--- src/rtl/cpu_pkg.sv ---
// Shared definitions for the MIPS-subset CPU family: next-PC source codes,
// default reset/exception vectors and the fetch/execute state encoding.
package cpu_pkg;

  localparam logic [2:0] PC_SRC_PLUS4  = 3'd0;
  localparam logic [2:0] PC_SRC_BRANCH = 3'd1;
  localparam logic [2:0] PC_SRC_JUMP   = 3'd2;
  localparam logic [2:0] PC_SRC_JR     = 3'd3;
  localparam logic [2:0] PC_SRC_ILLOP  = 3'd4;
  localparam logic [2:0] PC_SRC_XADR   = 3'd5;
  localparam logic [2:0] PC_SRC_XADR6  = 3'd6;
  localparam logic [2:0] PC_SRC_XADR7  = 3'd7;

  localparam logic [31:0] DEFAULT_RESET_PC  = 32'h0000_0000;
  localparam logic [31:0] DEFAULT_ILLOP_VEC = 32'h8000_0004;
  localparam logic [31:0] DEFAULT_XADR_VEC  = 32'h8000_0008;

  typedef enum logic {
    FETCH = 1'b0,
    EXEC  = 1'b1
  } seq_state_t;

endpackage

--- src/rtl/pc_next_mux.sv ---
// Combinational next-PC selection: branch/jump target arithmetic, jr alignment
// trap, vector redirects, IRQ override and the matching EPC source.
module pc_next_mux
  import cpu_pkg::*;
#(
  parameter int                ADDR_W    = 32,
  parameter logic [ADDR_W-1:0] ILLOP_VEC = ADDR_W'(DEFAULT_ILLOP_VEC),
  parameter logic [ADDR_W-1:0] XADR_VEC  = ADDR_W'(DEFAULT_XADR_VEC)
) (
  input  logic [ADDR_W-1:0] pc,
  input  logic [25:0]       instr_field,
  input  logic [2:0]        pc_src,
  input  logic              br_taken,
  input  logic [ADDR_W-1:0] jr_target,
  input  logic              irq_eff,
  output logic [ADDR_W-1:0] pc_plus4,
  output logic [ADDR_W-1:0] next_pc,
  output logic [ADDR_W-1:0] epc_next,
  output logic              epc_load,
  output logic              irq_take
);

  logic              sup;
  logic [ADDR_W-1:0] br_offset;
  logic [ADDR_W-1:0] conba;
  logic [ADDR_W-1:0] jump_target;

  assign sup       = pc[ADDR_W-1];
  assign pc_plus4  = pc + ADDR_W'(4);
  assign br_offset = {{(ADDR_W-18){instr_field[15]}}, instr_field[15:0], 2'b00};
  assign conba     = pc_plus4 + br_offset;

  // Jumps stay within the current privilege half of the address space.
  always_comb begin
    jump_target             = '0;
    jump_target[27:0]       = {instr_field[25:0], 2'b00};
    jump_target[ADDR_W-1]   = sup;
  end

  // An accepted user-mode IRQ outranks every pc_src, including ILLOP and a
  // misaligned jr, and resumes after the instruction being retired.
  always_comb begin
    next_pc  = pc_plus4;
    epc_next = pc_plus4;
    epc_load = 1'b0;
    irq_take = 1'b0;
    if (irq_eff && !sup) begin
      next_pc  = XADR_VEC;
      epc_load = 1'b1;
      irq_take = 1'b1;
    end else begin
      case (pc_src)
        PC_SRC_PLUS4: next_pc = pc_plus4;
        PC_SRC_BRANCH: begin
          if (br_taken) next_pc = {sup, conba[ADDR_W-2:0]};
        end
        PC_SRC_JUMP: next_pc = jump_target;
        PC_SRC_JR: begin
          if (jr_target[1:0] != 2'b00) begin
            next_pc  = ILLOP_VEC;
            epc_load = 1'b1;
          end else begin
            next_pc = jr_target;
          end
        end
        PC_SRC_ILLOP: begin
          next_pc  = ILLOP_VEC;
          epc_load = 1'b1;
        end
        default: begin
          next_pc  = XADR_VEC;
          epc_next = pc;
          epc_load = 1'b1;
        end
      endcase
    end
  end

endmodule

--- src/rtl/pc_sequencer.sv ---
// Two-state fetch/execute PC sequencer with req/ack instruction fetch, EPC and
// supervisor-masked IRQ. Define IRQ_LATCH_EN to latch irq rising edges as pending.
module pc_sequencer
  import cpu_pkg::*;
#(
  parameter int                ADDR_W    = 32,
  parameter logic [ADDR_W-1:0] RESET_PC  = ADDR_W'(DEFAULT_RESET_PC),
  parameter logic [ADDR_W-1:0] ILLOP_VEC = ADDR_W'(DEFAULT_ILLOP_VEC),
  parameter logic [ADDR_W-1:0] XADR_VEC  = ADDR_W'(DEFAULT_XADR_VEC)
) (
  input  logic              clk,
  input  logic              reset,
  output logic              imem_req,
  output logic [ADDR_W-1:0] imem_addr,
  input  logic              imem_ack,
  input  logic [31:0]       imem_rdata,
  output logic [31:0]       instr,
  output logic              instr_valid,
  input  logic              advance,
  input  logic [2:0]        pc_src,
  input  logic              br_taken,
  input  logic [ADDR_W-1:0] jr_target,
  input  logic              irq,
  output logic [ADDR_W-1:0] pc,
  output logic [ADDR_W-1:0] pc_plus4,
  output logic [ADDR_W-1:0] epc,
  output logic              irq_take,
  output logic              supervisor
);

  seq_state_t        state;
  logic              retire;
  logic              irq_eff;
  logic [ADDR_W-1:0] next_pc;
  logic [ADDR_W-1:0] epc_next;
  logic              epc_load;
  logic              take;

  assign retire     = (state == EXEC) && advance;
  assign imem_addr  = pc;
  assign supervisor = pc[ADDR_W-1];

  pc_next_mux #(
    .ADDR_W    (ADDR_W),
    .ILLOP_VEC (ILLOP_VEC),
    .XADR_VEC  (XADR_VEC)
  ) u_next_mux (
    .pc          (pc),
    .instr_field (instr[25:0]),
    .pc_src      (pc_src),
    .br_taken    (br_taken),
    .jr_target   (jr_target),
    .irq_eff     (irq_eff),
    .pc_plus4    (pc_plus4),
    .next_pc     (next_pc),
    .epc_next    (epc_next),
    .epc_load    (epc_load),
    .irq_take    (take)
  );

`ifdef IRQ_LATCH_EN
  logic irq_prev;
  logic pending;

  // A rising edge landing on the same clock as the take survives the clear.
  always_ff @(posedge clk or negedge reset) begin
    if (!reset) begin
      irq_prev <= 1'b0;
      pending  <= 1'b0;
    end else begin
      irq_prev <= irq;
      pending  <= (pending && !(retire && take)) || (irq && !irq_prev);
    end
  end

  assign irq_eff = pending;
`else
  assign irq_eff = irq;
`endif

  // Fetch holds the request until ack; execute holds the instruction until retired.
  always_ff @(posedge clk or negedge reset) begin
    if (!reset) begin
      state       <= FETCH;
      pc          <= RESET_PC;
      instr       <= '0;
      instr_valid <= 1'b0;
      imem_req    <= 1'b1;
      epc         <= '0;
      irq_take    <= 1'b0;
    end else begin
      irq_take <= 1'b0;
      case (state)
        FETCH: begin
          if (imem_ack) begin
            instr       <= imem_rdata;
            instr_valid <= 1'b1;
            imem_req    <= 1'b0;
            state       <= EXEC;
          end
        end
        EXEC: begin
          if (advance) begin
            pc          <= next_pc;
            if (epc_load) epc <= epc_next;
            irq_take    <= take;
            instr_valid <= 1'b0;
            imem_req    <= 1'b1;
            state       <= FETCH;
          end
        end
      endcase
    end
  end

endmodule
--- config.mk ---
export PLATFORM = sky130hd
export DESIGN_NAME = pc_sequencer
export DESIGN_NICKNAME = d
export VERILOG_FILES = /design/src/rtl/cpu_pkg.sv /design/src/rtl/pc_next_mux.sv /design/src/rtl/pc_sequencer.sv
export SDC_FILE = /design/constraint.sdc
export NUM_CORES = 1
export LEC_CHECK = 0
export ABC_AREA = 1
export CORE_MARGIN = 1.5
export CORE_UTILIZATION = 53
export CTS_CLUSTER_SIZE = 30
export DETAILED_ROUTE_END_ITERATION = 7
export PLACE_DENSITY = 0.87
export RECOVER_POWER = 100
export SLEW_MARGIN = 10
export SYNTH_ARGS = -nofsm -noshare
export SYNTH_HDL_FRONTEND = slang
export SYNTH_HIERARCHICAL = 1
export SYNTH_SLANG_ARGS = --single-unit
--- constraint.sdc ---
create_clock -name clk -period 5.7 [get_ports clk]
set_input_delay 0.57 -clock clk [delete_from_list [all_inputs] [get_ports clk]]
set_output_delay 0.57 -clock clk [all_outputs]
set_load 0.01 [all_outputs]
==> results of run 1 <==
[critical path: cells and delay by family]
family / cells / cell delay [ns]
simple gates: 4 / 2.42
compound gates: 1 / 0.09
buf+inv: 4 / 1.73
[power groups by stage]
stage | clock, mW | sequential (mW) | combinational, mW
4_1_cts | 0.629 | 0.984 | 1.27
2_1_floorplan | 0 | 1.01 | 0.652
5_1_grt | 0.650 | 1.00 | 1.33
3_3_place_gp | 0 | 0.991 | 1.25
6_report | 0.624 | 0.980 | 1.22
3_5_place_dp | 0 | 0.997 | 1.27
[flip-flops by register name, indices dropped and copies added, names as in the netlist]
register / count
imem_addr: 32
instr_valid: 1
epc: 32
irq_take: 1
instr: 32
state: 1
imem_req: 1
[path summary, 6_finish.rpt]
kind / to / slack (ns) / cells past startpoint
max: epc[17] / 1.11 / 9
min: epc[21] / 0.48 / 2
max reg2reg: epc[17] / 1.28 / 7
min reg2reg: epc[21] / 0.48 / 2
max in group asynchronous: imem_addr[29] / 2.10 / 2
min in group asynchronous: epc[6] / 1.14 / 1
[layout make-up]
| class | instances | area (sq um) | share of cell area (%) |
|---|---|---|---|
| multi-input combinational | 996 | 4810 | 44.3 |
| sequential | 100 | 2500 | 23.1 |
| timing repair buffer | 246 | 2420 | 22.3 |
| inverter | 150 | 566 | 5.22 |
| tap | 211 | 264 | 2.43 |
| clock buffer | 10 | 229 | 2.11 |
| clock inverter | 6 | 57.6 | 0.531 |
[through the flow]
stage	instances	cell area (sq um)	util, %
global route	1719	10800	70.5
finish	1719	10800	70.5
global placement	1703	10600	69.0
detailed placement	1703	10600	69.0
floorplan	1333	8450	-
CTS	1719	10900	70.8
[cells in the final DEF, fill, tap and decap left out, types with 16 or more instances in the layout]
cell type | Yosys | routed
nand2_1 | 512 | 513
dlygate4sd3_1 | 0 | 164
inv_1 | 146 | 147
nor2_1 | 105 | 107
dfrtp_1 | 99 | 99
a21oi_1 | 72 | 72
clkdlybuf4s50_1 | 0 | 71
nand3_1 | 63 | 64
o21ai_0 | 52 | 52
nand4_1 | 49 | 49
ha_1 | 31 | 31
nor3_1 | 15 | 16
[cells by family (layout without fill, tap and decap cells)]
kind of cell,after synthesis,count (layout),synth area share (%)
AND/OR/NAND/NOR,767,767,38.1
adder cells (fa/ha/maj),32,32,4.83
XOR/XNOR,16,16,1.66
flip-flops,100,100,29.6
AO/OA/AOI/OAI,181,181,12.6
buffers and inverters,237,412,13.1
[per-layer routing]
layer	track usage, %	share of wire (%)	wire length (um)	up-vias
li1	-	-	-	4604
met1	47.5	38	12300	4585
met2	63.0	46	14600	708
met3	7.10	11	3420	105
met4	19.0	5.1	1630	0
met5	0	0	0	-
==> results.ini, run 1 <==
[die]
die_y_um = 129
fp.dieArea_sq_um = 16700
io_pins = 237
initial_utilization_pct = 55.0
die_w_um = 129
row_count = 45
fp.coreArea_sq_um = 15400

[clock_tree]
clockRootBuffer = clkbuf_16
cts_resized = 0
worstSkewPairLatency_ns = 0.36
cts.clk_slew.worst_paths_ns = 0.07
cts_setup_buffers = 0
cts.sinks = 100
clockBufferDepth = 2
htreeDepth = 3
cts_tree = built
cts_made_buffers = 9
postCtsHoldBufs = 0

[worst_setup_path]
end_kind = flip-flop
cp.required_ns = 5.95
crit_start = irq
r2r-start = imem_addr[31]
cp_slowest_cell = nand3_1
worstPathArrival_ns = 4.83
worstPathCellList = dlygate4sd3_1, inv_1, nor2_1, a211oi_1, inv_1, clkbuf_1, nand3_1, nand2_1, nand2_1
cpPeakStageDelay_ns = 1.21
critPathKind = primary input to flip-flop
start_kind = primary input
critPathMaxFanout = 34

[drt]
vias = 10002
antenna_left = 0
routed_wl_mm = 31.9
drc = 0
initialDrtViolationCount = 1033
dr.pass1.iters = 6
vias_per_cell = 5.82
wire_per_inst_um = 18.5

[power]
p_clk_share_pct = 22.1
power_density_nw_per_um2 = 260
p_leak_nw = 5.69
vdd_drop_max_uv = 164
p_seq_share_pct = 34.7
p_total_mw = 2.82
p_int_mw = 1.64
switchingPower_mw = 1.18
swShare_pct = 42.0
pwr-share-comb_pct = 43.2

[flow_run]
cap_violations = 1

[timing]
slew_headroom_pct = -94.6
setup_tns_ns = 0
skew_ns = 0.00550
fin_ws_ns = 1.11
hold_viol = 0
hold_slack_ns = 0.475
slew_violations = 51
fin_crit_sh_pct = 80.5
fmax_mhz = 218
rsz0062_at_grt = no
min_period_ns = 4.59
worst_slew_pin_slew_ns = 2.92
setup_violations = 0

[synth]
netlist_area_sq_um = 8450
syn-instance-count = 1333
avgSynthCellArea_sq_um = 6.34
synth.area.top_cells = dfrtp_1 29%, nand2_1 23%, inv_1 6.5%
ys_top_cells_by_count = 512 x nand2_1, 146 x inv_1, 105 x nor2_1
yosysMostFrequentCell = nand2_1
ys_ff_latch = 100
synth_enable_flop_cells = 0
ys_seq_area_share_pct = 29.6
yosys_warnings = 6
synth-async-reset-ratio_pct = 100
synth_flop_cell = dfrtp_1
synth_cell_types = 44
syn-num-nets = 1438
synth_top_cell_area_share_pct = 29.3
yosys.area.top_type = dfrtp_1

[final_layout]
n_fill_cell = 1325
num_antenna_cells = 0
area_growth_pct = 28.4
layout.nets = 1608
drive_gt1_share_pct = 2.65

[placement]
port_buffers = 236
place_hpwl_mm = 24.1
gp_congestion = 0.982
place_ws_ns = 1.81

[global_route]
grt_pass1_wl_mm = 48.8
grt_overflow = 0
grt_max_degree = 52
grt_pass1_vias = 9237
grt_antenna_before_repair = 0
grtUsageTotal_pct = 38.0

[run_status]
violations = max-capacitance violations, max-slew violations
run_status = finished with violations

[worst_hold_path]
hp-class = flip-flop to flip-flop
min-delay-start = epc[21]

(Power assumes the default switching activity.)
==> inputs of run 2 (changes only) <==
--- a/config.mk
+++ b/config.mk
@@ -7,10 +7,10 @@
 export LEC_CHECK = 0
 export ABC_AREA = 1
 export CORE_MARGIN = 1.5
-export CORE_UTILIZATION = 53
+export CORE_UTILIZATION = 50
 export CTS_CLUSTER_SIZE = 30
 export DETAILED_ROUTE_END_ITERATION = 7
-export PLACE_DENSITY = 0.87
+export PLACE_DENSITY = 0.83
 export RECOVER_POWER = 100
 export SLEW_MARGIN = 10
 export SYNTH_ARGS = -nofsm -noshare
==> constraint.sdc (replaced) <==
create_clock -name clk -period 4.7 [get_ports clk]
set_input_delay 0.47 -clock clk [delete_from_list [all_inputs] [get_ports clk]]
set_output_delay 0.47 -clock clk [all_outputs]
set_load 0.01 [all_outputs]
==> run 2 against run 1 <==
Net effect:
- the flow still finishes with violations (max-capacitance violations, max-slew violations)
- final area grew 0.83%
- sequential cell count unchanged
- worst setup slack got worse by 0.74 ns
- sequential share of layout area down 0.19 points
- die area rose by 5.9%
- non-clock buffer count up 7
- power grew 24%
- sequential power up 20%
- via count decreased by 2.1%
==> results.ini, run 2 (same netlist as run 1, synthesis figures left out) <==
[worst_setup_path]
end_kind = flip-flop
critPathKind = flip-flop to flip-flop
critPathMaxFanout = 8
worstPathArrival_ns = 4.58
worst_path_dominant_cell_family = simple AND/OR/NAND/NOR gates
cpPeakStageDelay_ns = 0.53
cp.required_ns = 4.95
start_kind = flip-flop
cp_common_cell = nand2_1
worstPathCellList = nand3_1, inv_1, nand2_1, nor2_1, inv_1, nor2_1, xor2_1, buf_4, inv_1, ha_1, nand2_1, nand2_1, a21oi_1, o21ai_0, nand3_1, nand3_1, nand2_1, nand3_1, a21oi_1, nor2_1, nand2_1, nand2_1
cp_slowest_cell = dfrtp_1
worst-path-buf-inv = 4

[global_route]
grt_pass1_vias = 9098
grt_pass1_wl_mm = 50.0
grt_overflow = 0
grt_max_degree = 61
grt_antenna_before_repair = 0
grtUsageTotal_pct = 36.3

[timing]
setup_tns_ns = 0
fin_crit_sh_pct = 92.1
min_period_ns = 4.33
hold_viol = 0
slew_headroom_pct = -126
fmax_mhz = 231
rsz0062_at_grt = no
skew_ns = 0.00948
setup_violations = 0
slew_violations = 92
worst_slew_pin_slew_ns = 3.39
fin_ws_ns = 0.370
hold_slack_ns = 0.473

[power]
p_leak_nw = 5.73
p_clk_share_pct = 23.2
swShare_pct = 41.1
p_seq_share_pct = 33.9
p_int_mw = 2.06
p_total_mw = 3.49
pwr-share-comb_pct = 42.9
vdd_drop_max_uv = 190
switchingPower_mw = 1.44
power_density_nw_per_um2 = 319

[final_layout]
final_common_cell = nand2_1
num_antenna_cells = 0
area_growth_pct = 29.4
drive_gt1_share_pct = 3.23
most-common-layout-cells = 514 x nand2_1, 160 x dlygate4sd3_1, 146 x inv_1, 109 x nor2_1, 99 x dfrtp_1
layoutNonFillerInstCount = 1735
layout.nets = 1615

[placement]
place_ws_ns = 0.833
place_hpwl_mm = 25.1
dp_cells = 1719
gp_congestion = 0.982
port_buffers = 236

[run_status]
violations = max-capacitance violations, max-slew violations
run_status = finished with violations

[worst_hold_path]
hp-class = flip-flop to flip-flop

[drt]
initialDrtViolationCount = 1012
wire_per_inst_um = 18.6
antenna_left = 0
vias = 9789
routed_wl_mm = 32.2
drc = 0
dr.pass1.iters = 6
vias_per_cell = 5.64

[clock_tree]
htreeDepth = 3
worstSkewPairLatency_ns = 0.36
cts_tree = built
cts.clk_slew.worst_paths_ns = 0.08
postCtsHoldBufs = 0
cts_made_buffers = 9
clockRootBuffer = clkbuf_16
cts_setup_buffers = 0
clockBufferDepth = 2
cts_resized = 0
cts.sinks = 100

[die]
io_pins = 237
die_w_um = 133
row_count = 47
initial_utilization_pct = 51.1
die_y_um = 133
fp.dieArea_sq_um = 17700
fp.coreArea_sq_um = 16500

[flow_run]
cap_violations = 2

## run 2: power groups by stage
stage | Sequential, mW | Clock (mW) | Combinational [mW]
after global placement | 1.20 | 0 | 1.54
after floorplan | 1.22 | 0 | 0.790
after detailed placement | 1.20 | 0 | 1.55
after CTS | 1.19 | 0.821 | 1.56
after global routing | 1.21 | 0.854 | 1.63
final | 1.18 | 0.810 | 1.50
## run 2: area by class of cell
type | count | area, sq um
well taps | 220 | 275
flip-flops and latches | 100 | 2500
clock buffers | 9 | 225
fillers | 1572 | 5590
repair buffers | 253 | 2480
multi-input cells | 996 | 4790
clock inverters | 7 | 95.1
inverters | 150 | 563
## run 2: final timing paths
| path | startpoint | end | slack, ns | cells past startpoint |
|---|---|---|---|---|
| setup reg to reg | imem_addr[4] | imem_addr[28] | 0.37 | 22 |
| hold / removal | epc[15] | epc[15] | 0.47 | 2 |
| setup / recovery | imem_addr[4] | imem_addr[28] | 0.37 | 22 |
| hold reg to reg | epc[15] | epc[15] | 0.47 | 2 |
| min in group asynchronous | reset | imem_addr[10] | 1.24 | 1 |
| max in group asynchronous | reset | imem_addr[13] | 1.03 | 2 |
## run 2: worst min-delay path, cell delays in order, from the launching register on
cell,delay (ns)
dfrtp_1,0.34
nand2_1,0.05
nand2_1,0.05
## run 2: metal layers
| metal | GRT usage (%) | vias to the layer above | routed length (um) |
|---|---|---|---|
| met1 | 49.5 | 4506 | 13300 |
| li1 | - | 4616 | - |
| met4 | 12.1 | 0 | 979 |
| met2 | 57.7 | 580 | 14600 |
| met3 | 7.32 | 87 | 3360 |
| met5 | 0 | - | 0 |
## run 2: per-stage QoR
| step | utilization, % | instance area (sq um) |
|---|---|---|
| 2_1_floorplan | - | 8450 |
| 3_3_place_gp | 64.5 | 10700 |
| 3_5_place_dp | 64.5 | 10700 |
| 4_1_cts | 66.5 | 11000 |
| 5_1_grt | 66.2 | 10900 |
| 6_report | 66.2 | 10900 |
